===== src/rtl/dram_port_arbiter.sv =====
// Round-robin arbiter sharing a dual-port DRAM among NUM_CORES requesters.
// Grants up to two requests per cycle and steers read data back through a per-port tag pipe.
module dram_port_arbiter #(
    parameter int unsigned NUM_CORES = 4,
    parameter int unsigned ADDR_W    = 16,
    parameter int unsigned DATA_W    = 16,
    parameter int unsigned ID_W      = $clog2(NUM_CORES)
) (
    input  logic                          clk,
    input  logic                          rst_n,
    input  logic [NUM_CORES-1:0]          core_req,
    input  logic [NUM_CORES-1:0]          core_we,
    input  logic [NUM_CORES*ADDR_W-1:0]   core_addr,
    input  logic [NUM_CORES*DATA_W-1:0]   core_wdata,
    output logic [NUM_CORES-1:0]          core_ack,
    output logic [NUM_CORES-1:0]          core_rvalid,
    output logic [NUM_CORES*DATA_W-1:0]   core_rdata,
    output logic                          dram_we_1,
    output logic [ADDR_W-1:0]             dram_addr_1,
    output logic [DATA_W-1:0]             dram_wdata_1,
    input  logic [DATA_W-1:0]             dram_rdata_1,
    output logic                          dram_we_2,
    output logic [ADDR_W-1:0]             dram_addr_2,
    output logic [DATA_W-1:0]             dram_wdata_2,
    input  logic [DATA_W-1:0]             dram_rdata_2
);

    localparam logic [ID_W:0] NumCoresW = NUM_CORES[ID_W:0];
    localparam logic [ID_W:0] OneW      = {{ID_W{1'b0}}, 1'b1};

    logic [ADDR_W-1:0]         addr_a  [NUM_CORES];
    logic [DATA_W-1:0]         wdata_a [NUM_CORES];
    logic [NUM_CORES-1:0]      eligible;
    logic [ID_W-1:0]           rr_ptr_q;
    logic [ID_W-1:0]           idx, p1, p2, last, rr_next;
    logic                      found1, found2, grant2;
    logic [NUM_CORES-1:0]      ack_d;
    logic [NUM_CORES-1:0]      rvalid_d;
    logic [NUM_CORES*DATA_W-1:0] rdata_d;

    // Read tag pipe, one {valid, id} per port per stage
    logic            s1_v1_q, s1_v2_q, s2_v1_q, s2_v2_q;
    logic [ID_W-1:0] s1_id1_q, s1_id2_q, s2_id1_q, s2_id2_q;

    for (genvar g = 0; g < NUM_CORES; g++) begin : g_split
        assign addr_a[g]  = core_addr[g*ADDR_W +: ADDR_W];
        assign wdata_a[g] = core_wdata[g*DATA_W +: DATA_W];
    end

    // Cores acked this cycle already had their op taken; their fields may be changing.
    assign eligible = core_req & ~core_ack;

    function automatic logic [ID_W-1:0] wrap_add(input logic [ID_W-1:0] base,
                                                 input logic [ID_W:0]   off);
        logic [ID_W:0] sum;
        sum = {1'b0, base} + off;
        if (sum >= NumCoresW) sum = sum - NumCoresW;
        return sum[ID_W-1:0];
    endfunction

    always_comb begin
        found1 = 1'b0;
        found2 = 1'b0;
        p1     = '0;
        p2     = '0;
        idx    = '0;
        for (int unsigned k = 0; k < NUM_CORES; k++) begin
            idx = wrap_add(rr_ptr_q, k[ID_W:0]);
            if (eligible[idx]) begin
                if (!found1) begin
                    found1 = 1'b1;
                    p1     = idx;
                end else if (!found2) begin
                    found2 = 1'b1;
                    p2     = idx;
                end
            end
        end
        // Same-address pair with a write would race inside the DRAM; defer the second.
        grant2  = found2 && !((addr_a[p1] == addr_a[p2]) && (core_we[p1] || core_we[p2]));
        last    = grant2 ? p2 : p1;
        rr_next = wrap_add(last, OneW);
        ack_d   = '0;
        if (found1) ack_d[p1] = 1'b1;
        if (grant2) ack_d[p2] = 1'b1;
    end

    always_comb begin
        rvalid_d = '0;
        rdata_d  = core_rdata;
        if (s2_v1_q) begin
            rvalid_d[s2_id1_q]                   = 1'b1;
            rdata_d[s2_id1_q*DATA_W +: DATA_W] = dram_rdata_1;
        end
        if (s2_v2_q) begin
            rvalid_d[s2_id2_q]                   = 1'b1;
            rdata_d[s2_id2_q*DATA_W +: DATA_W] = dram_rdata_2;
        end
    end

    always_ff @(posedge clk or negedge rst_n) begin
        if (!rst_n) begin
            rr_ptr_q     <= '0;
            core_ack     <= '0;
            core_rvalid  <= '0;
            core_rdata   <= '0;
            dram_we_1    <= 1'b0;
            dram_addr_1  <= '0;
            dram_wdata_1 <= '0;
            dram_we_2    <= 1'b0;
            dram_addr_2  <= '0;
            dram_wdata_2 <= '0;
            s1_v1_q      <= 1'b0;
            s1_v2_q      <= 1'b0;
            s2_v1_q      <= 1'b0;
            s2_v2_q      <= 1'b0;
            s1_id1_q     <= '0;
            s1_id2_q     <= '0;
            s2_id1_q     <= '0;
            s2_id2_q     <= '0;
        end else begin
            core_ack <= ack_d;
            if (found1) rr_ptr_q <= rr_next;
            dram_we_1 <= found1 && core_we[p1];
            if (found1) begin
                dram_addr_1  <= addr_a[p1];
                dram_wdata_1 <= wdata_a[p1];
            end
            dram_we_2 <= grant2 && core_we[p2];
            if (grant2) begin
                dram_addr_2  <= addr_a[p2];
                dram_wdata_2 <= wdata_a[p2];
            end
            s1_v1_q     <= found1 && !core_we[p1];
            s1_id1_q    <= p1;
            s1_v2_q     <= grant2 && !core_we[p2];
            s1_id2_q    <= p2;
            s2_v1_q     <= s1_v1_q;
            s2_id1_q    <= s1_id1_q;
            s2_v2_q     <= s1_v2_q;
            s2_id2_q    <= s1_id2_q;
            core_rvalid <= rvalid_d;
            core_rdata  <= rdata_d;
        end
    end

endmodule


===== config.mk =====
export PLATFORM = sky130hd
export DESIGN_NAME = dram_port_arbiter
export DESIGN_NICKNAME = d
export VERILOG_FILES = /design/src/rtl/dram_port_arbiter.sv
export SDC_FILE = /design/constraint.sdc
export NUM_CORES = 1
export LEC_CHECK = 0
export CAP_MARGIN = 20
export CORE_UTILIZATION = 39
export DETAILED_ROUTE_END_ITERATION = 12
export GPL_TIMING_DRIVEN = 0
export HOLD_SLACK_MARGIN = 0.1
export PLACE_DENSITY = 0.7
export SYNTH_ARGS = -nofsm -noshare
export SYNTH_HDL_FRONTEND = slang
export SYNTH_SLANG_ARGS = --single-unit

===== constraint.sdc =====
create_clock -name clk -period 4.9 [get_ports clk]
set_input_delay 1.225 -clock clk [delete_from_list [all_inputs] [get_ports clk]]
set_output_delay 1.225 -clock clk [all_outputs]
set_load 0.05 [all_outputs]

==> reports/results.ini <==
[status]
outcome=finished clean

[job]
max_cap_violations=0

[floorplanning]
core_area_um2=22780
start_util_pct=40.04
rows=55
pin_count=308
die_h_um=154.9
die_x_um=154.9
dieArea_um2=24000

[worst_setup_path]
crit_type=primary input to register
path_max_fanout=10
end_kind=register
cp.required_ns=5.21
startpoint_type=primary input
ff2ff_setup_slack_ns=0.62
worstPathArrival_ns=5.09

[layout]
syn_to_final_growth_pct=50.83
regArea_um2=3804
drive_gt1_share_pct=11.53
layout.nets=1568
multi_input_area_um2=5112
nFillCells=1941

[global_routing]
grt_usage_pct=28.39
antenna_found_initial=1
grt_first_pass_wirelength_mm=53.01
grt-ovfl-total=0
grt_pass1_vias=9528
grt_max_degree=81

[timing]
fmax_ghz=0.2094
slew_headroom_pct=44.34
setup_viol=0
worst_slew_pin_slew_ns=0.8327
timing.final.crit_share_pct=97.46
skew_ns=0.01600
tns_ns=0
worst_slack_ns=0.1245
finalHoldViolCount=0
min_period_ns=4.776
final_max_slew_viol_count=0

[synthesis]
muxShareOfSynthArea_pct=11.28
synth_warnings=0
synth.top_cell.area_share_pct=41.71
ys_top_cells_by_area=dfrtp_1 42%, nand2_1 9.5%, o21ai_0 6.3%
ys.flop_type=dfrtp_1
syn-instance-count=1029
synthesis.area_um2=9120
synth_nets=1214
synth_edf_count=0
synth_top_area_cell=dfrtp_1
synth_compound_area_share_pct=20.39
synth-seq-cells=152
yosysSeqAreaShare_pct=41.71
synth_top_family_by_area=compound AO/OA/AOI/OAI gates
synth-simple-area-share_pct=17.99
synth-xor-area-share_pct=1.523
synthAdderAreaFrac_pct=2.181
ys_types=68
syn_avg_cell_area_um2=8.863
synthArstFlopShare_pct=100.0

[place]
dp_hpwl_mm=25.07
gp_congestion=0.8923
io_buffers=307
dpl_worst_slack_ns=-1.003

[power_and_ir_drop]
fin_total_pwr_mw=11.80
p_leak_nw=5.737
p_per_area_nw_per_um2=857.6
irDropWorstVdd_mv=0.6537

[clock_network]
insertion_delay_ns=0.44
cts_sinks=152
root_buffer=clkbuf_16
clk_pin_slew_worst_paths_ns=0.07
htreeDepth=4
hold_buffers=0
cts_tree=built
cts_buffer_depth=2
cts_made_buffers=17

[min_path]
hold_class=register to register

[route]
m1WireLength_mm=13.93
firstDrtPassIters=6
ant_nets=0
vias_per_cell=5.687
drt_iter0_markers=703
drt_wl_total_mm=34.70
highest_layer=met5
vias=9730
wire_per_inst_um=20.28
dr_wl_met2_mm=16.43
wl_met3_mm=3.443
drc=0

-- worst max-delay path, cell delays in order --
cell and delay, ns:
clkdlybuf4s50_1 0.49, nor2b_2 0.20, maj3_2 0.30, a22o_1 0.24, a2111o_1 0.42, buf_6 0.16
buf_12 0.15, mux2i_1 0.14, mux2i_2 0.28, xor2_2 0.18, nand4_1 0.18, nor4_4 0.30
a21o_2 0.21, buf_12 0.13, buf_12 0.15, mux2_4 0.31
-- power breakdown --
part | internal, mW | switching (mW)
Clock | 0.675 | 0.606
Combinational | 3.11 | 5.17
Sequential | 1.87 | 0.366
Total | 5.66 | 6.14
-- worst paths after layout --
kind,from,to,cells after the start
worst min register to register,s1_id2_q[1],s2_id2_q[1],0
worst max register to register,rr_ptr_q[1],dram_wdata_2[13],17
worst min-delay path,s1_id2_q[1],s2_id2_q[1],0
max in group asynchronous,rst_n,dram_addr_2[14],2
worst max-delay path,core_req[0],dram_wdata_2[1],16
min in group asynchronous,rst_n,core_rdata[34],1
-- logic make-up (layout without fill, tap and decap cells) --
| kind of cell | count (synthesis) | in the layout |
|---|---|---|
| and+or+nand+nor | 368 | 368 |
| DFF | 152 | 152 |
| adders and majority gates | 16 | 16 |
| other | 0 | 2 |
| xor gates and xnor gates | 15 | 15 |
| AOI/OAI and AO/OA | 289 | 289 |
| buffers and inverters | 96 | 463 |
| muxes | 93 | 93 |
-- synthesized netlist by cell type, drive strengths merged (24+ instances only) --
cell type	number
a22oi	65
buf	27
and2	24
mux2i	54
nand2	232
clkbuf	59
nand3	54
o21ai	118
mux2	38
dfrtp	152
a211oi	32
-- flip-flops by register name, summed over array words and instances (netlist names) --
| signal | flops |
|---|---|
| core_rdata | 64 |
| dram_addr_1 | 16 |
| dram_addr_2 | 16 |
| dram_wdata_1 | 16 |
| dram_wdata_2 | 16 |
| core_ack | 4 |
| core_rvalid | 4 |
| rr_ptr_q | 2 |
| s1_id1_q | 2 |
| s1_id2_q | 2 |
| s2_id1_q | 2 |
| s2_id2_q | 2 |
| dram_we_1 | 1 |
| dram_we_2 | 1 |
| s1_v1_q | 1 |
| s1_v2_q | 1 |
| s2_v1_q | 1 |
| s2_v2_q | 1 |
-- layer usage --
layer	global-route usage, %	up-vias
met5	0	-
met4	10.94	2
met3	7.521	78
met2	47.06	578
met1	35.29	4665
li1	-	4407
-- through the flow --
step	hold WS, ns	utilization, %	area [um2]	std cells
5_1_grt	0.3613	60.37	13750	1709
3_3_place_gp	0.3312	55.25	12580	1649
4_1_cts	0.3495	58.70	13370	1692
2_1_floorplan	0.3312	-	9120	1029
3_5_place_dp	0.3347	55.53	12650	1654
6_report	0.3468	60.39	13760	1711
-- layout by cell type, fill, tap and decap left out, types with 11 or more instances in the layout --
cell type	n
clkdlybuf4s50_1	305
nand2_1	230
dfrtp_1	152
o21ai_0	114
a22oi_1	65
clkbuf_1	56
nand3_1	54
mux2i_1	48
a211oi_1	29
buf_4	26
and2_1	23
a21oi_1	19
a31oi_1	18
mux2_2	17
clkbuf_16	17
nor2_1	16
ha_1	14
mux2_1	11
-- cell type report --
class                           instances  share of cell area, %
Multi-Input combinational cell        781                  37.17
Sequential cell                       152                  27.65
Timing Repair Buffer                  335                  24.18
Buffer                                 86                  3.775
Clock buffer                           19                  3.220
Tap cell                              313                  2.847
Clock inverter                         13                 0.7913
Inverter                               10                 0.3365
Antenna cell                            2                0.03638
-- repair_timing --
action | CTS | global route
buffers inserted | 6 | 17
gates cloned | 0 | 0
pin swaps | 5 | 14
gates resized for setup | 33 | 53
setup endpoints to repair | 40 | 38
Note: power is estimated with default switching activity, not from simulation.
==> RTL edit, RTL diff (config.mk and constraints unchanged) <==
Set the parameter `DATA_W` to 12 (it was 16).
--- a/src/rtl/dram_port_arbiter.sv
+++ b/src/rtl/dram_port_arbiter.sv
@@ -3,7 +3,7 @@
 module dram_port_arbiter #(
     parameter int unsigned NUM_CORES = 4,
     parameter int unsigned ADDR_W    = 16,
-    parameter int unsigned DATA_W    = 16,
+    parameter int unsigned DATA_W    = 12,
     parameter int unsigned ID_W      = $clog2(NUM_CORES)
 ) (
     input  logic                          clk,
Ports: changed (6 resized); port bits go from 308 to 260. No check against the original RTL was run, so the function may have changed too.
==> RTL edit against the original RTL <==
- setup slack got worse by 0.020 ns
- final cell count decreased by 7.8%
- sequential power decreased by 17%
- synthesized cell count decreased by 4.3%
- total power decreased by 3.7%
- sequential share of layout area decreased by 2.3 points
- design area decreased by 8.0%
- synthesized area decreased by 5.1%
- die area decreased by 5.1%
- sequential cell count decreased by 24
- routed wire length decreased by 3.4%
- critical endpoint is now dram_wdata_2[2]
- highest routed layer is now met4
==> RTL edit: results (changes against the original RTL) <==
overall routing resource usage = 29.9% (was 28.4%)
worst-margin pin slew = 0.945 ns (was 0.833 ns)
cell family with most CP delay = simple AND/OR/NAND/NOR gates (was buffers and inverters)
CP Max Fanout = 8 (was 10)
Detailed Routing Iterations Pass 1 = 5 (was 6)
Critical Path AT = 5.10 ns (was 5.09 ns)
XOR/XNOR Fraction of Synth Area = 1.52% (about the same)
gate count of the mapped netlist = 985 (was 1029)
Highest Signal Layer = met4 (was met5)
outcome = complete, no violations (unchanged)
share of cells above drive strength 1 = 12.6% (was 11.5%)
Design Power = 11400 µW (was 11800 µW)
Slowest-stage cell, CP = or4_1 (was clkdlybuf4s50_1)
fill count = 1959 (was 1941)
Setup crit end = dram_wdata_2[2] (was dram_wdata_2[1])
Placement Setup Slack = -1.49 ns (was -1.00 ns)
Global Route met2 Usage = 47.5% (was 47.1%)
wire length on met1 = 13.2 mm (was 13.9 mm)
Final nets = 1446 (was 1568)
Clock Power Share = 12.2% (was 10.9%)
routability cong. = 0.950 (was 0.892)
drt total wl = 33.5 mm (was 34.7 mm)
first-pass GRT wire length = 51.4 mm (was 53.0 mm)
vias in the first global route = 9217 (was 9528)
Synth area leaders = dfrtp_1 (37%), nand2_1 (8.7%), a22oi_1 (3.8%) (was dfrtp_1 (42%), nand2_1 (9.5%), o21ai_0 (6.3%))
mean routed wirelength per cell = 21.2 µm (was 20.3 µm)
Post-Syn Nets = 1146 (was 1214)
cts repair resizes = 45 (was 33)
WHS Endpoint = s2_id1_q[1] (was s2_id2_q[1])
Setup Fix Bufs, Post-CTS = 15 (was 6)
Max VDD drop = 0.000490 V (was 0.000654 V)
LEAKAGE = 0.00518 µW (was 0.00574 µW)
dpl hpwl = 24.5 mm (was 25.1 mm)
placed insts = 1525 (was 1654)
port buffer count = 259 (was 307)
## RTL edit: cell types whose count changed in the layout (fill, tap and decap cells not counted), sizes merged, moves of 12 or more
cell           unedited run  this run
dfrtp                   152       128
a211oi                   32        16
a21oi                    20        43
and2                     24         7
o22ai                     1        33
o211ai                    1        26
o21ai                   118        62
nand2                   232       201
mux2i                    54        33
mux4                      1        13
a22oi                    65        44
nor2                     18        35
clkdlybuf4s50           305       254
## RTL edit: area by class of cell
class                      count  area [µm²]  area share (%)
multi-input combinational    762        5130            40.5
sequential                   128        3200            25.3
timing repair buffer         283        2840            22.5
clock buffer                  20         457            3.61
buffer                        81         442            3.49
tap                          280         350            2.77
clock inverter                12         180            1.42
inverter                      12        50.0           0.396
## RTL edit: kinds of logic (layout without fill, tap and decap cells)
family,after synthesis,after routing
adder cells (fa/ha/maj),16,16
AND/OR/NAND/NOR,367,367
XOR/XNOR,15,15
AO/OA/AOI/OAI,279,279
buffers and inverters,95,408
flip-flops,128,128
multiplexers,85,85
